### config.mk
export PLATFORM = sky130hd
export DESIGN_NAME = idli_fetch_m
export DESIGN_NICKNAME = d
export VERILOG_FILES = /design/src/rtl/idli_fetch_m.sv
export SDC_FILE = /design/constraint.sdc
export NUM_CORES = 1
export LEC_CHECK = 0
export BUFFER_PORTS_ARGS = -buffer_cell sky130_fd_sc_hd__buf_4
export CORE_ASPECT_RATIO = 0.6
export CORE_MARGIN = 2
export CORE_UTILIZATION = 45
export CTS_BUF_LIST = sky130_fd_sc_hd__clkbuf_4 sky130_fd_sc_hd__clkbuf_8 sky130_fd_sc_hd__clkbuf_16
export DETAILED_ROUTE_END_ITERATION = 12
export PLACE_DENSITY_LB_ADDON = 0.25
export SLEW_MARGIN = 20
export SYNTH_ARGS = -nofsm -noshare
export SYNTH_HDL_FRONTEND = slang
export SYNTH_SLANG_ARGS = --single-unit
### constraint.sdc
create_clock -name i_dcd_gck -period 2.2 [get_ports i_dcd_gck]
set_input_delay 0.11 -clock i_dcd_gck [delete_from_list [all_inputs] [get_ports i_dcd_gck]]
set_output_delay 0.11 -clock i_dcd_gck [all_outputs]
set_load 0.02 [all_outputs]
### src/rtl/idli_fetch_m.sv
// idli_fetch_m: instruction fetch stage feeding the nibble-serial decoder.
// Reads a continuous nibble stream from a quad-SPI memory (command, address,
// dummy, then data), buffers it in a small FIFO and hands the decoder one
// 16-bit instruction as four back-to-back nibbles.
//
// Ports:
//   i_dcd_gck, i_dcd_rst_n        clock, async active-low reset
//   i_fch_redirect(_addr)         single-cycle restart request + new address
//   i_fch_stall                   holds off the start of the next instruction
//   o_dcd_enc, o_dcd_enc_vld      nibble to the decoder (FIFO head) + valid
//   o_mem_cs_n, o_mem_sck_en      memory chip select / clock enable
//   o_mem_sio_out, o_mem_sio_oe   command/address nibble + drive enable
//   i_mem_sio_in                  read data nibble from memory
module idli_fetch_m #(
  parameter int          ADDR_W = 16,
  parameter int          DUMMY  = 2,
  parameter int          DEPTH  = 8,
  parameter logic [7:0]  CMD    = 8'h03
) (
  input  logic              i_dcd_gck,
  input  logic              i_dcd_rst_n,
  input  logic              i_fch_redirect,
  input  logic [ADDR_W-1:0] i_fch_redirect_addr,
  input  logic              i_fch_stall,
  output logic [3:0]        o_dcd_enc,
  output logic              o_dcd_enc_vld,
  output logic              o_mem_cs_n,
  output logic              o_mem_sck_en,
  output logic [3:0]        o_mem_sio_out,
  output logic              o_mem_sio_oe,
  input  logic [3:0]        i_mem_sio_in
);

  localparam int AN   = ADDR_W / 4;
  localparam int NMAX = (AN > DUMMY) ? ((AN > 2) ? AN : 2) : ((DUMMY > 2) ? DUMMY : 2);
  localparam int CW   = (NMAX > 1) ? $clog2(NMAX) : 1;
  localparam int PW   = $clog2(DEPTH);
  localparam logic [CW-1:0] C_ALAST = CW'(AN - 1);
  localparam logic [CW-1:0] C_DLAST = CW'(DUMMY - 1);
  localparam logic [PW:0]   C_FULL  = (PW+1)'(DEPTH);
  localparam logic [PW:0]   C_INSN  = (PW+1)'(4);

  typedef enum logic [2:0] {S_IDLE, S_GAP, S_CMD, S_ADDR, S_DUMMY, S_DATA} state_t;

  state_t            r_state;
  logic [CW-1:0]     r_ncnt;
  logic [ADDR_W-1:0] r_addr;      // shifted left one nibble per ADDR cycle
  logic [3:0]        r_fifo [DEPTH];
  logic [PW-1:0]     r_head, r_tail;
  logic [PW:0]       r_cnt;
  logic              r_burst;
  logic [1:0]        r_bcnt;
  logic              r_pend;
  logic [ADDR_W-1:0] r_pend_addr;

  logic              w_last, w_pop, w_push, w_apply, w_start, w_sck_en;
  logic [ADDR_W-1:0] w_apply_addr;
  logic [PW:0]       w_cnt_nxt;

  // A redirect never cuts an instruction short: inside a burst it waits
  // until the edge that ends the final nibble.
  assign w_last       = r_burst & (r_bcnt == 2'd3);
  assign w_pop        = r_burst;
  assign w_apply      = (i_fch_redirect & (~r_burst | w_last)) | (r_pend & w_last);
  assign w_apply_addr = i_fch_redirect ? i_fch_redirect_addr : r_pend_addr;

  // In DATA the memory clock is gated rather than dropping cs_n, so the
  // stream simply pauses while the FIFO is full and nothing is popping.
  always_comb begin
    w_sck_en = 1'b0;
    case (r_state)
      S_CMD, S_ADDR, S_DUMMY: w_sck_en = 1'b1;
      S_DATA:                 w_sck_en = (r_cnt < C_FULL) | w_pop;
      default:                w_sck_en = 1'b0;
    endcase
  end

  // A nibble arriving on the edge that flushes the FIFO belongs to the old
  // stream and is dropped.
  assign w_push = (r_state == S_DATA) & w_sck_en & ~w_apply;

  always_comb begin
    w_cnt_nxt = r_cnt;
    if (w_apply)
      w_cnt_nxt = '0;
    else if (w_push & ~w_pop)
      w_cnt_nxt = r_cnt + 1'b1;
    else if (~w_push & w_pop)
      w_cnt_nxt = r_cnt - 1'b1;
  end

  // Burst start is decided on the edge from the next-cycle count so that
  // valid comes straight out of a flop in the first delivery cycle.
  assign w_start = (~r_burst | w_last) & ~w_apply & ~r_pend & ~i_fch_stall &
                   (w_cnt_nxt >= C_INSN);

  // Memory sequencing FSM
  always_ff @(posedge i_dcd_gck or negedge i_dcd_rst_n) begin
    if (!i_dcd_rst_n) begin
      r_state <= S_IDLE;
      r_ncnt  <= '0;
      r_addr  <= '0;
    end else if (w_apply) begin
      r_state <= (r_state == S_IDLE) ? S_CMD : S_GAP;
      r_ncnt  <= '0;
      r_addr  <= w_apply_addr;
    end else begin
      case (r_state)
        S_GAP: begin
          r_state <= S_CMD;
          r_ncnt  <= '0;
        end
        S_CMD: begin
          r_ncnt <= r_ncnt + 1'b1;
          if (r_ncnt == CW'(1)) begin
            r_state <= S_ADDR;
            r_ncnt  <= '0;
          end
        end
        S_ADDR: begin
          r_addr <= r_addr << 4;
          r_ncnt <= r_ncnt + 1'b1;
          if (r_ncnt == C_ALAST) begin
            r_state <= S_DUMMY;
            r_ncnt  <= '0;
          end
        end
        S_DUMMY: begin
          r_ncnt <= r_ncnt + 1'b1;
          if (r_ncnt == C_DLAST) begin
            r_state <= S_DATA;
            r_ncnt  <= '0;
          end
        end
        default: ;  // IDLE waits for a redirect, DATA streams until one
      endcase
    end
  end

  // FIFO control, burst delivery and pending redirect
  always_ff @(posedge i_dcd_gck or negedge i_dcd_rst_n) begin
    if (!i_dcd_rst_n) begin
      r_head      <= '0;
      r_tail      <= '0;
      r_cnt       <= '0;
      r_burst     <= 1'b0;
      r_bcnt      <= '0;
      r_pend      <= 1'b0;
      r_pend_addr <= '0;
    end else begin
      r_cnt <= w_cnt_nxt;
      if (w_apply) begin
        r_head <= '0;
        r_tail <= '0;
        r_pend <= 1'b0;
      end else begin
        if (w_push) r_tail <= r_tail + 1'b1;
        if (w_pop)  r_head <= r_head + 1'b1;
        if (i_fch_redirect & r_burst & ~w_last) begin
          r_pend      <= 1'b1;
          r_pend_addr <= i_fch_redirect_addr;
        end
      end
      if (w_start) begin
        r_burst <= 1'b1;
        r_bcnt  <= '0;
      end else if (r_burst) begin
        r_bcnt <= r_bcnt + 1'b1;
        if (w_last) r_burst <= 1'b0;
      end
    end
  end

  // Storage needs no reset: only entries between head and tail are read.
  always_ff @(posedge i_dcd_gck) begin
    if (w_push) r_fifo[r_tail] <= i_mem_sio_in;
  end

  always_comb begin
    o_mem_sio_out = 4'h0;
    case (r_state)
      S_CMD:   o_mem_sio_out = (r_ncnt == '0) ? CMD[7:4] : CMD[3:0];
      S_ADDR:  o_mem_sio_out = r_addr[ADDR_W-1 -: 4];
      default: o_mem_sio_out = 4'h0;
    endcase
  end

  assign o_mem_cs_n    = (r_state == S_IDLE) | (r_state == S_GAP);
  assign o_mem_sio_oe  = (r_state == S_CMD) | (r_state == S_ADDR);
  assign o_mem_sck_en  = w_sck_en;
  assign o_dcd_enc_vld = r_burst;
  assign o_dcd_enc     = r_burst ? r_fifo[r_head] : 4'h0;

endmodule
==> results of run 1 <==
worst max-delay path by stage:
stage	cells after the start	to	slack (ns)
floorplan	6	r_fifo[2][0]	0.06
global placement	5	r_bcnt[1]	0.29
detailed placement	5	r_bcnt[0]	0.26
CTS	5	o_dcd_enc[1]	0.11
global route	5	o_dcd_enc[1]	0.01
finish	5	o_dcd_enc[1]	0.14
cell families after synthesis:
group	Yosys count	synth area share
adder cells (fa/ha/maj)	9	0.0289
XOR/XNOR	7	0.0157
flip-flops	83	0.574
buffers and inverters	27	0.0273
AO/OA/AOI/OAI	55	0.0995
multiplexers	37	0.126
AND/OR/NAND/NOR	105	0.129
state kept, by name, indices dropped and copies added (netlist names):
signal and count:
o_dcd_enc_vld 1, r_addr 16, r_bcnt 2, r_cnt 4
r_fifo 32, r_head 3, r_ncnt 2, r_pend 1
r_pend_addr 16, r_state 3, r_tail 3
power by group through the flow:
stage | Sequential (mW) | Clock, mW | Combinational (mW)
6_report | 2.32 | 1.51 | 2.18
5_1_grt | 2.38 | 1.63 | 2.42
4_1_cts | 2.32 | 1.55 | 2.20
3_5_place_dp | 2.35 | 0 | 2.19
3_3_place_gp | 2.33 | 0 | 2.15
2_1_floorplan | 2.25 | 0 | 1.58
cells in the mapped netlist (2+ instances only):
| library cell | number |
|---|---|
| a211oi_1 | 14 |
| a21o_1 | 2 |
| a21oi_1 | 7 |
| a31oi_1 | 15 |
| and3_1 | 2 |
| buf_1 | 3 |
| buf_2 | 4 |
| clkbuf_1 | 13 |
| dfrtp_1 | 51 |
| edfxtp_1 | 32 |
| ha_1 | 9 |
| inv_1 | 6 |
| mux2_2 | 17 |
| mux2i_1 | 12 |
| mux4_2 | 8 |
| nand2_1 | 34 |
| nand2b_1 | 4 |
| nand3_1 | 7 |
| nand3b_1 | 3 |
| nor2_1 | 26 |
| nor2b_1 | 14 |
| nor3_1 | 6 |
| o21ai_0 | 9 |
| or3b_1 | 2 |
| xnor2_1 | 5 |
| xor2_1 | 2 |
stage by stage:
stage	hold slack, ns	setup slack [ns]	utilization
after global placement	0.191	0.295	0.519
final	0.0152	0.139	0.559
after detailed placement	0.189	0.255	0.519
after global routing	0.00155	0.0149	0.559
after floorplan	-0.186	0.0606	-
after CTS	0.00110	0.108	0.558
timing repair:
action	4_1_cts	5_1_grt
hold buffers	1	1
hold endpoints to repair	51	1
setup buffers	0	0
final cells by class:
type | instances | area (sq um)
timing repair buffer | 57 | 445
tap | 112 | 140
sequential | 83 | 2240
multi-input combinational | 213 | 1560
fill | 735 | 3730
inverter | 7 | 26.3
clock buffer | 13 | 297
clock inverter | 3 | 17.5
routing by layer:
layer  up-vias  track usage
met5         -            0
met4         0       0.0438
met3         5       0.0651
met2        45        0.228
met1      1262        0.303
li1       1276            -
==> results_dict.tcl, run 1 <==
set metrics [dict create \
    clock_latency_ns 0.33 \
    grt_max_degree 52 \
    fin_crit_ns 2.06 \
    cp_num_buf_inv 2 \
    final_cell_mix "buf_4 (54), dfrtp_1 (51), nand2_1 (34)" \
    antennaDiodeCount 0 \
    outcome "finished, final reports clean" \
    top_layer_used "met4" \
    placed_cell_area_sq_um 4390 \
    p_leak_nw 1.93 \
    first_iter_violations 158 \
    finalSetupViolCount 0 \
    syn_area_per_cell_sq_um 12.1 \
    cts_buffers 9 \
    dp.cells 470 \
    yosys-top-cells-area "dfrtp_1 (33%), edfxtp_1 (25%), mux2_2 (4.9%)" \
    grt_use_total 0.185 \
    rows 26 \
    final_cells 488 \
    clk_path_buf_depth 2 \
    power_density_nw_per_um2 1270 \
    grt_pass1_wl_microns 13100 \
    dpl.hpwl_microns 5460 \
    synth_cell_types 42 \
    combPwrFrac 0.363 \
    antenna_left 0 \
    p_sw_frac 0.329 \
    min_period_over_period 0.937 \
    path_cells "buf_12, mux4_2, mux2i_1, nor2_1, buf_4" \
    pwr-share-seq 0.386 \
    clock_skew_ns 0.00576 \
    initial_core_util 0.461 \
    drv_slew 0 \
    end_kind "output port" \
    ir_drop_mv 0.743 \
    vias 2588 \
    port_buffers 35 \
    drt_wl_total_microns 7770 \
    critPathMaxFanout 8 \
    arrival_ns 1.95 \
    hold_depth 2 \
    ctsRootBufferMaster "clkbuf_16" \
    required_ns 2.09 \
    fp.dieW_microns 124 \
    startpoint_type "register" \
    worst_r2r_endpoint "r_bcnt[0]" \
    wl_met3_microns 331 \
    synth_top_area_share 0.327 \
    power.switching_mw 1.98 \
    area_growth_pct 21.2 \
    wl_met1_microns 4180 \
    dr_wl_met2_microns 3190 \
    max_slew.worst_pin.slew_ns 0.669 \
    cts_tree "done" \
    yosysTopAreaCell "dfrtp_1" \
    synth_flop_cell "dfrtp_1" \
    die_area_sq_um 9450 \
    htree_levels 3 \
    r2r_cells 5 \
    post_drt_wl_per_cell_microns 15.9 \
    cp_top_family "multiplexers" \
    final_common_cell "buf_4" \
    max-slew-margin-rel 0.552 \
    drc 0 \
    synthArstFlopShare 0.614 \
    drt-pass1-iter-count 4 \
    clk_pin_slew_ns 0.06 \
    finalPower_mw 6.01 \
    seq_area_frac_synth 0.574 \
    ios 36 \
    critPathMaxStageDelay_ns 0.53 \
    post_cts_resized 0 \
    nNetsFinal 404 \
    syn_area_sq_um 3900 \
    hold_class "in2reg" \
    fmax_ghz 0.485 \
    syn_inst 323 \
    cts_sinks 83 \
    startpoint "r_head[0]" \
    antenna_found_initial 0 \
    yosysWarningCount 0 \
    clkPwrFrac 0.251 \
    ys_seq_elements 83 \
    die_y_microns 76.1 \
    synth_edf_count 32 \
    grt_pass1_vias 2541 \
    hp-start "i_fch_redirect_addr[10]" \
    synth_nets 356 \
    fin_area_sq_um 4730 \
    vias_per_cell 5.30 \
    reg2reg_slack_ns 0.23 \
    finalHoldViolCount 0 \
    maxCapViolCount 0 \
    min_to "r_pend_addr[10]" \
    drive_above_1_share 0.269 \
    rsz0062_at_grt "no" \
    rr_startpoint "r_cnt[0]" \
    setup-tns-final_ns 0 \
    intPower_mw 4.03 \
    gp_routability_congestion 0.797 \
    overflow 0 \
    cp_slowest_cell "mux4_2" \
    critPathKind "reg2out" \
    coreArea_sq_um 8460 \
]
Power figures use the tool's default switching activity.
==> inputs of run 2 (changes only) <==
==> constraint.sdc (replaced) <==
create_clock -name i_dcd_gck -period 2.1 [get_ports i_dcd_gck]
set_input_delay 0.105 -clock i_dcd_gck [delete_from_list [all_inputs] [get_ports i_dcd_gck]]
set_output_delay 0.105 -clock i_dcd_gck [all_outputs]
set_load 0.02 [all_outputs]
==> run 2 against run 1 <==
  * Clock skew rose by 0.0015 ns
  * Sequential share of layout area down 1.3 points
  * Flip-flop and latch count is the same
  * Sequential power grew 4%
  * Hold slack worse by 0.0016 ns
  * Design area up 2.9%
  * Worst setup slack got worse by 0.0043 ns
  * Largest cell class unchanged
  * Largest power group unchanged
==> results_dict.tcl, run 2 (synthesis results as in run 1) <==
set metrics [dict create \
    startpoint_type "register" \
    rows 26 \
    coreArea_sq_um 8460 \
    largest-register "r_fifo" \
    rsz0062_at_grt "no" \
    grt_use_total 0.179 \
    ctsRootBufferMaster "clkbuf_16" \
    cts_buffers 9 \
    area_growth_pct 24.7 \
    required_ns 2.31 \
    clk_path_buf_depth 2 \
    overflow 0 \
    ios 36 \
    clk_pin_slew_ns 0.06 \
    grt_pass1_vias 2539 \
    port_buffers 35 \
    cts_setup_buffers 0 \
    finalHoldViolCount 0 \
    final_common_cell "buf_4" \
    grt_max_degree 52 \
    dp_slack_ns 0.149 \
    grt_pass1_wl_microns 12800 \
    worst_r2r_endpoint "r_bcnt[1]" \
    drt_wl_total_microns 7680 \
    arrival_ns 2.18 \
    clock_latency_ns 0.34 \
    die_area_sq_um 9450 \
    min_to "r_fifo[3][2]" \
    clock_skew_ns 0.00724 \
    antenna_left 0 \
    vias_per_cell 5.26 \
    largest_register_ff_count 32 \
    rr_startpoint "r_cnt[0]" \
    initial_core_util 0.461 \
    die_y_microns 76.1 \
    end_kind "register" \
    r2r_cells 5 \
    drc 0 \
    fin_area_sq_um 4860 \
    min_period_over_period 0.936 \
    cp_slowest_cell "dfrtp_1" \
    first_iter_violations 158 \
    path_cells "or3b_4, or4_1, o211a_2, a2111oi_4, a21oi_1" \
    max_slew.worst_pin.slew_ns 0.675 \
    nNetsFinal 420 \
    placed_cell_area_sq_um 4380 \
    vias 2651 \
    cts_sinks 83 \
    antennaDiodeCount 0 \
    post_drt_wl_per_cell_microns 15.2 \
    max-slew-margin-rel 0.550 \
    top_regs "r_fifo x32, r_addr x16, r_pend_addr x16" \
    drv_slew 0 \
    maxCapViolCount 0 \
    antenna_found_initial 0 \
    hold_class "in2reg" \
    cts_tree "done" \
    hold_depth 1 \
    ir_drop_mv 0.535 \
    hp-start "i_mem_sio_in[2]" \
    fin_crit_ns 1.97 \
    htree_levels 3 \
    final_cell_mix "buf_4 (55), dfrtp_1 (51), nand2_1 (34)" \
    gp_routability_congestion 0.789 \
    dp.cells 470 \
    drt-pass1-iter-count 4 \
    outcome "finished, final reports clean" \
    critPathKind "reg2reg" \
    critPathMaxFanout 4 \
    final_cells 504 \
    fmax_ghz 0.509 \
    dpl.hpwl_microns 5230 \
    drive_above_1_share 0.263 \
    fp.dieW_microns 124 \
    power_density_nw_per_um2 1290 \
    finalWorstSetupSlack_ns 0.135 \
    finalSetupViolCount 0 \
    p_leak_nw 1.99 \
    reg2reg_slack_ns 0.13 \
    critPathMaxStageDelay_ns 0.41 \
]
run 2: worst max-delay path by stage:
stage                        from      endpoint  depth (start not counted)
floorplan           o_dcd_enc_vld  r_fifo[2][0]                          6
global placement         r_cnt[0]     r_bcnt[1]                          5
detailed placement       r_cnt[0]     r_bcnt[1]                          5
CTS                      r_cnt[0]     r_bcnt[1]                          5
global route             r_cnt[0]     r_bcnt[0]                          5
finish                   r_cnt[0]     r_bcnt[1]                          5
run 2: critical path, delay by kind of cell, from the launching register on:
kind	cells	cell delay, ns
simple gates	2	0.81
compound gates	3	0.64
flops	1	0.41
run 2: per-stage QoR:
stage                     power, mW  utilization  hold slack [ns]  TNS [ns]
after global routing           6.66        0.575          0.00636         0
after floorplan                4.01            -           -0.191    -0.473
after CTS                      6.30        0.575          0.00438         0
after global placement         4.66        0.518            0.184         0
final                          6.25        0.575           0.0135         0
after detailed placement       4.71        0.518            0.190         0
run 2: cell type report:
type / instances / area, sq um
clock buffer: 10 / 250
fill: 708 / 3590
inverter: 7 / 26.3
clock inverter: 6 / 46.3
tap: 112 / 140
timing repair buffer: 73 / 593
multi-input combinational: 213 / 1570
sequential: 83 / 2240
run 2: power by group:
part / total, mW / internal, mW / switching (mW) / leakage [nW]
clock network: 1.54 / 0.883 / 0.654 / 0.146
registers: 2.42 / 2.13 / 0.290 / 0.915
logic: 2.30 / 1.12 / 1.18 / 0.929
total: 6.25 / 4.13 / 2.12 / 1.99
run 2: what timing repair did:
action / CTS / global route
gates resized for setup: 0 / 1
hold endpoints to repair: 88 / 0
setup endpoints to repair: 0 / 1
hold buffers: 18 / 0
run 2: routing by layer:
| metal | part of all wire | GRT usage | vias up |
|---|---|---|---|
| met3 | 0.051 | 0.0546 | 10 |
| met1 | 0.52 | 0.276 | 1286 |
| li1 | - | - | 1301 |
| met2 | 0.41 | 0.237 | 54 |
| met4 | 0.016 | 0.0685 | 0 |
| met5 | 0 | 0 | - |
==> inputs of run 3 (changes only) <==
--- a/config.mk
+++ b/config.mk
@@ -6,7 +6,7 @@
 export NUM_CORES = 1
 export LEC_CHECK = 0
 export BUFFER_PORTS_ARGS = -buffer_cell sky130_fd_sc_hd__buf_4
-export CORE_ASPECT_RATIO = 0.6
+export CORE_ASPECT_RATIO = 1.4
 export CORE_MARGIN = 2
 export CORE_UTILIZATION = 45
 export CTS_BUF_LIST = sky130_fd_sc_hd__clkbuf_4 sky130_fd_sc_hd__clkbuf_8 sky130_fd_sc_hd__clkbuf_16
==> run 3 against run 2 <==
  * Fmax rose by 0.51%
  * Via count fell by 3.4%
  * Register-to-register slack barely moved
  * First-iteration DRC count rose by 27%
  * Non-clock buffer count fell by 15
==> results_dict.tcl, run 3 (synthesis results as in run 1) <==
set metrics [dict create \
    outcome "finished, final reports clean" \
    required_ns 2.10 \
    cts_buffers 9 \
    grt_pass1_wl_microns 12300 \
    critPathKind "reg2reg" \
    antennaDiodeCount 0 \
    top_usage_layer "met2" \
    critPathMaxFanout 6 \
    finalSetupViolCount 0 \
    clock_skew_ns 0.00555 \
    post_drt_wl_per_cell_microns 15.4 \
    die_area_sq_um 9440 \
    nNetsFinal 405 \
    antenna_left 0 \
    min_period_over_period 0.931 \
    p_leak_nw 1.92 \
    fp.dieW_microns 82.7 \
    hold_class "in2reg" \
    final_cells 482 \
    drt-pass1-iter-count 4 \
    fmax_ghz 0.511 \
    critPathMaxStageDelay_ns 0.37 \
    coreArea_sq_um 8510 \
    holdWs_ns 0.0174 \
    seqCellArea_sq_um 2240 \
    rsz0062_at_grt "yes" \
    grt_use_total 0.175 \
    ios 36 \
    cts_tree "done" \
    met1_usage 0.220 \
    ir_drop_mv 0.854 \
    cp_num_buf_inv 0 \
    multi_input_comb_area_sq_um 1570 \
    die_y_microns 114 \
    largest_register_ff_count 32 \
    vias_per_cell 5.32 \
    power_density_nw_per_um2 1310 \
    grt_pass1_vias 2513 \
    finalPower_mw 6.13 \
    post_cts_resized 0 \
    ctsRootBufferMaster "clkbuf_16" \
    cp_slowest_cell "dfrtp_1" \
    finalWorstSetupSlack_ns 0.145 \
    fin_crit_ns 1.96 \
    htree_levels 3 \
    drive_above_1_share 0.276 \
    final_common_cell "buf_4" \
    dp_slack_ns 0.129 \
    maxCapViolCount 0 \
    drc 0 \
    top_regs "r_fifo x32, r_addr x16, r_pend_addr x16" \
    rows 40 \
    arrival_ns 1.95 \
    finalHoldViolCount 0 \
    clk_pin_slew_ns 0.06 \
    grtUsageMet2 0.294 \
    initial_core_util 0.458 \
    cts_sinks 83 \
    gp_routability_congestion 0.793 \
    antenna_found_initial 0 \
    path_cells "and3b_1, a21boi_2, nand3_1, nor2_1" \
    max_slew.worst_pin.slew_ns 0.671 \
    startpoint_type "register" \
    port_buffers 35 \
    clk_path_buf_depth 2 \
    dpl.hpwl_microns 5360 \
    dp.cells 465 \
    area_growth_pct 19.9 \
    max-slew-margin-rel 0.552 \
    vias 2562 \
    clock_latency_ns 0.33 \
    grt_max_degree 52 \
    final_cell_mix "buf_4 (57), dfrtp_1 (51), nand2_1 (34)" \
    first_iter_violations 200 \
    drt_wl_total_microns 7430 \
    overflow 0 \
    largest-register "r_fifo" \
    fill_cells 757 \
    drv_slew 0 \
    end_kind "register" \
    cp_top_family "simple AND/OR/NAND/NOR gates" \
    grt_use_met3 0.0379 \
]
-- run 3: cell types whose count changed in the layout (fill, tap and decap cells not counted) --
cell           change
or3b_1             +1
or3b_4             -1
clkbuf_4           +5
clkbuf_16          -1
dlygate4sd3_1     -17
buf_4              +2
inv_6              -1
clkinv_2           -1
clkinv_4           -1
inv_8              -1
-- run 3: final timing paths --
check,start,endpoint,slack [ns],cells after the start
setup / recovery,r_state[1],r_fifo[5][2],0.14,4
hold / removal,i_fch_redirect_addr[4],r_pend_addr[4],0.02,2
setup reg to reg,r_state[1],r_fifo[5][2],0.14,4
hold reg to reg,r_pend_addr[14],r_pend_addr[14],0.49,1
max in group asynchronous,i_dcd_rst_n,o_dcd_enc_vld,1.29,2
min in group asynchronous,i_dcd_rst_n,r_state[0],0.35,2
-- run 3: layout make-up --
class,count,area share
Clock inverter,2,0.00268
Sequential cell,83,0.478
Multi-Input combinational cell,213,0.335
Clock buffer,14,0.0562
Tap cell,105,0.0281
Timing Repair Buffer,58,0.0937
Inverter,7,0.00562
-- run 3: through the flow --
step           instance area (sq um)   util  TNS (ns)
5_1_grt                         4680  0.550  -0.00542
3_3_place_gp                    4390  0.516         0
4_1_cts                         4680  0.550         0
6_report                        4680  0.550         0
2_1_floorplan                   3910      -    -0.473
3_5_place_dp                    4390  0.516         0
-- run 3: metal layers --
metal,wire length (microns),vias up,share of wire
met4,106,0,0.014
met2,3940,43,0.53
met1,3170,1235,0.43
li1,-,1276,-
met3,214,8,0.029
met5,0,-,0
-- run 3: report_power, final --
group | switching [mW] | internal [mW] | total [mW] | leakage, nW
registers | 0.285 | 2.13 | 2.41 | 0.915
clock network | 0.568 | 0.865 | 1.43 | 0.138
logic | 1.17 | 1.12 | 2.29 | 0.866
total | 2.02 | 4.11 | 6.13 | 1.92
-- run 3: what timing repair did --
| action | CTS | global route |
|---|---|---|
| setup endpoints to repair | 0 | 4 |
| buffers inserted | 0 | 0 |
| endpoints found under the hold margin | 51 | 0 |
| hold buffers | 1 | 0 |
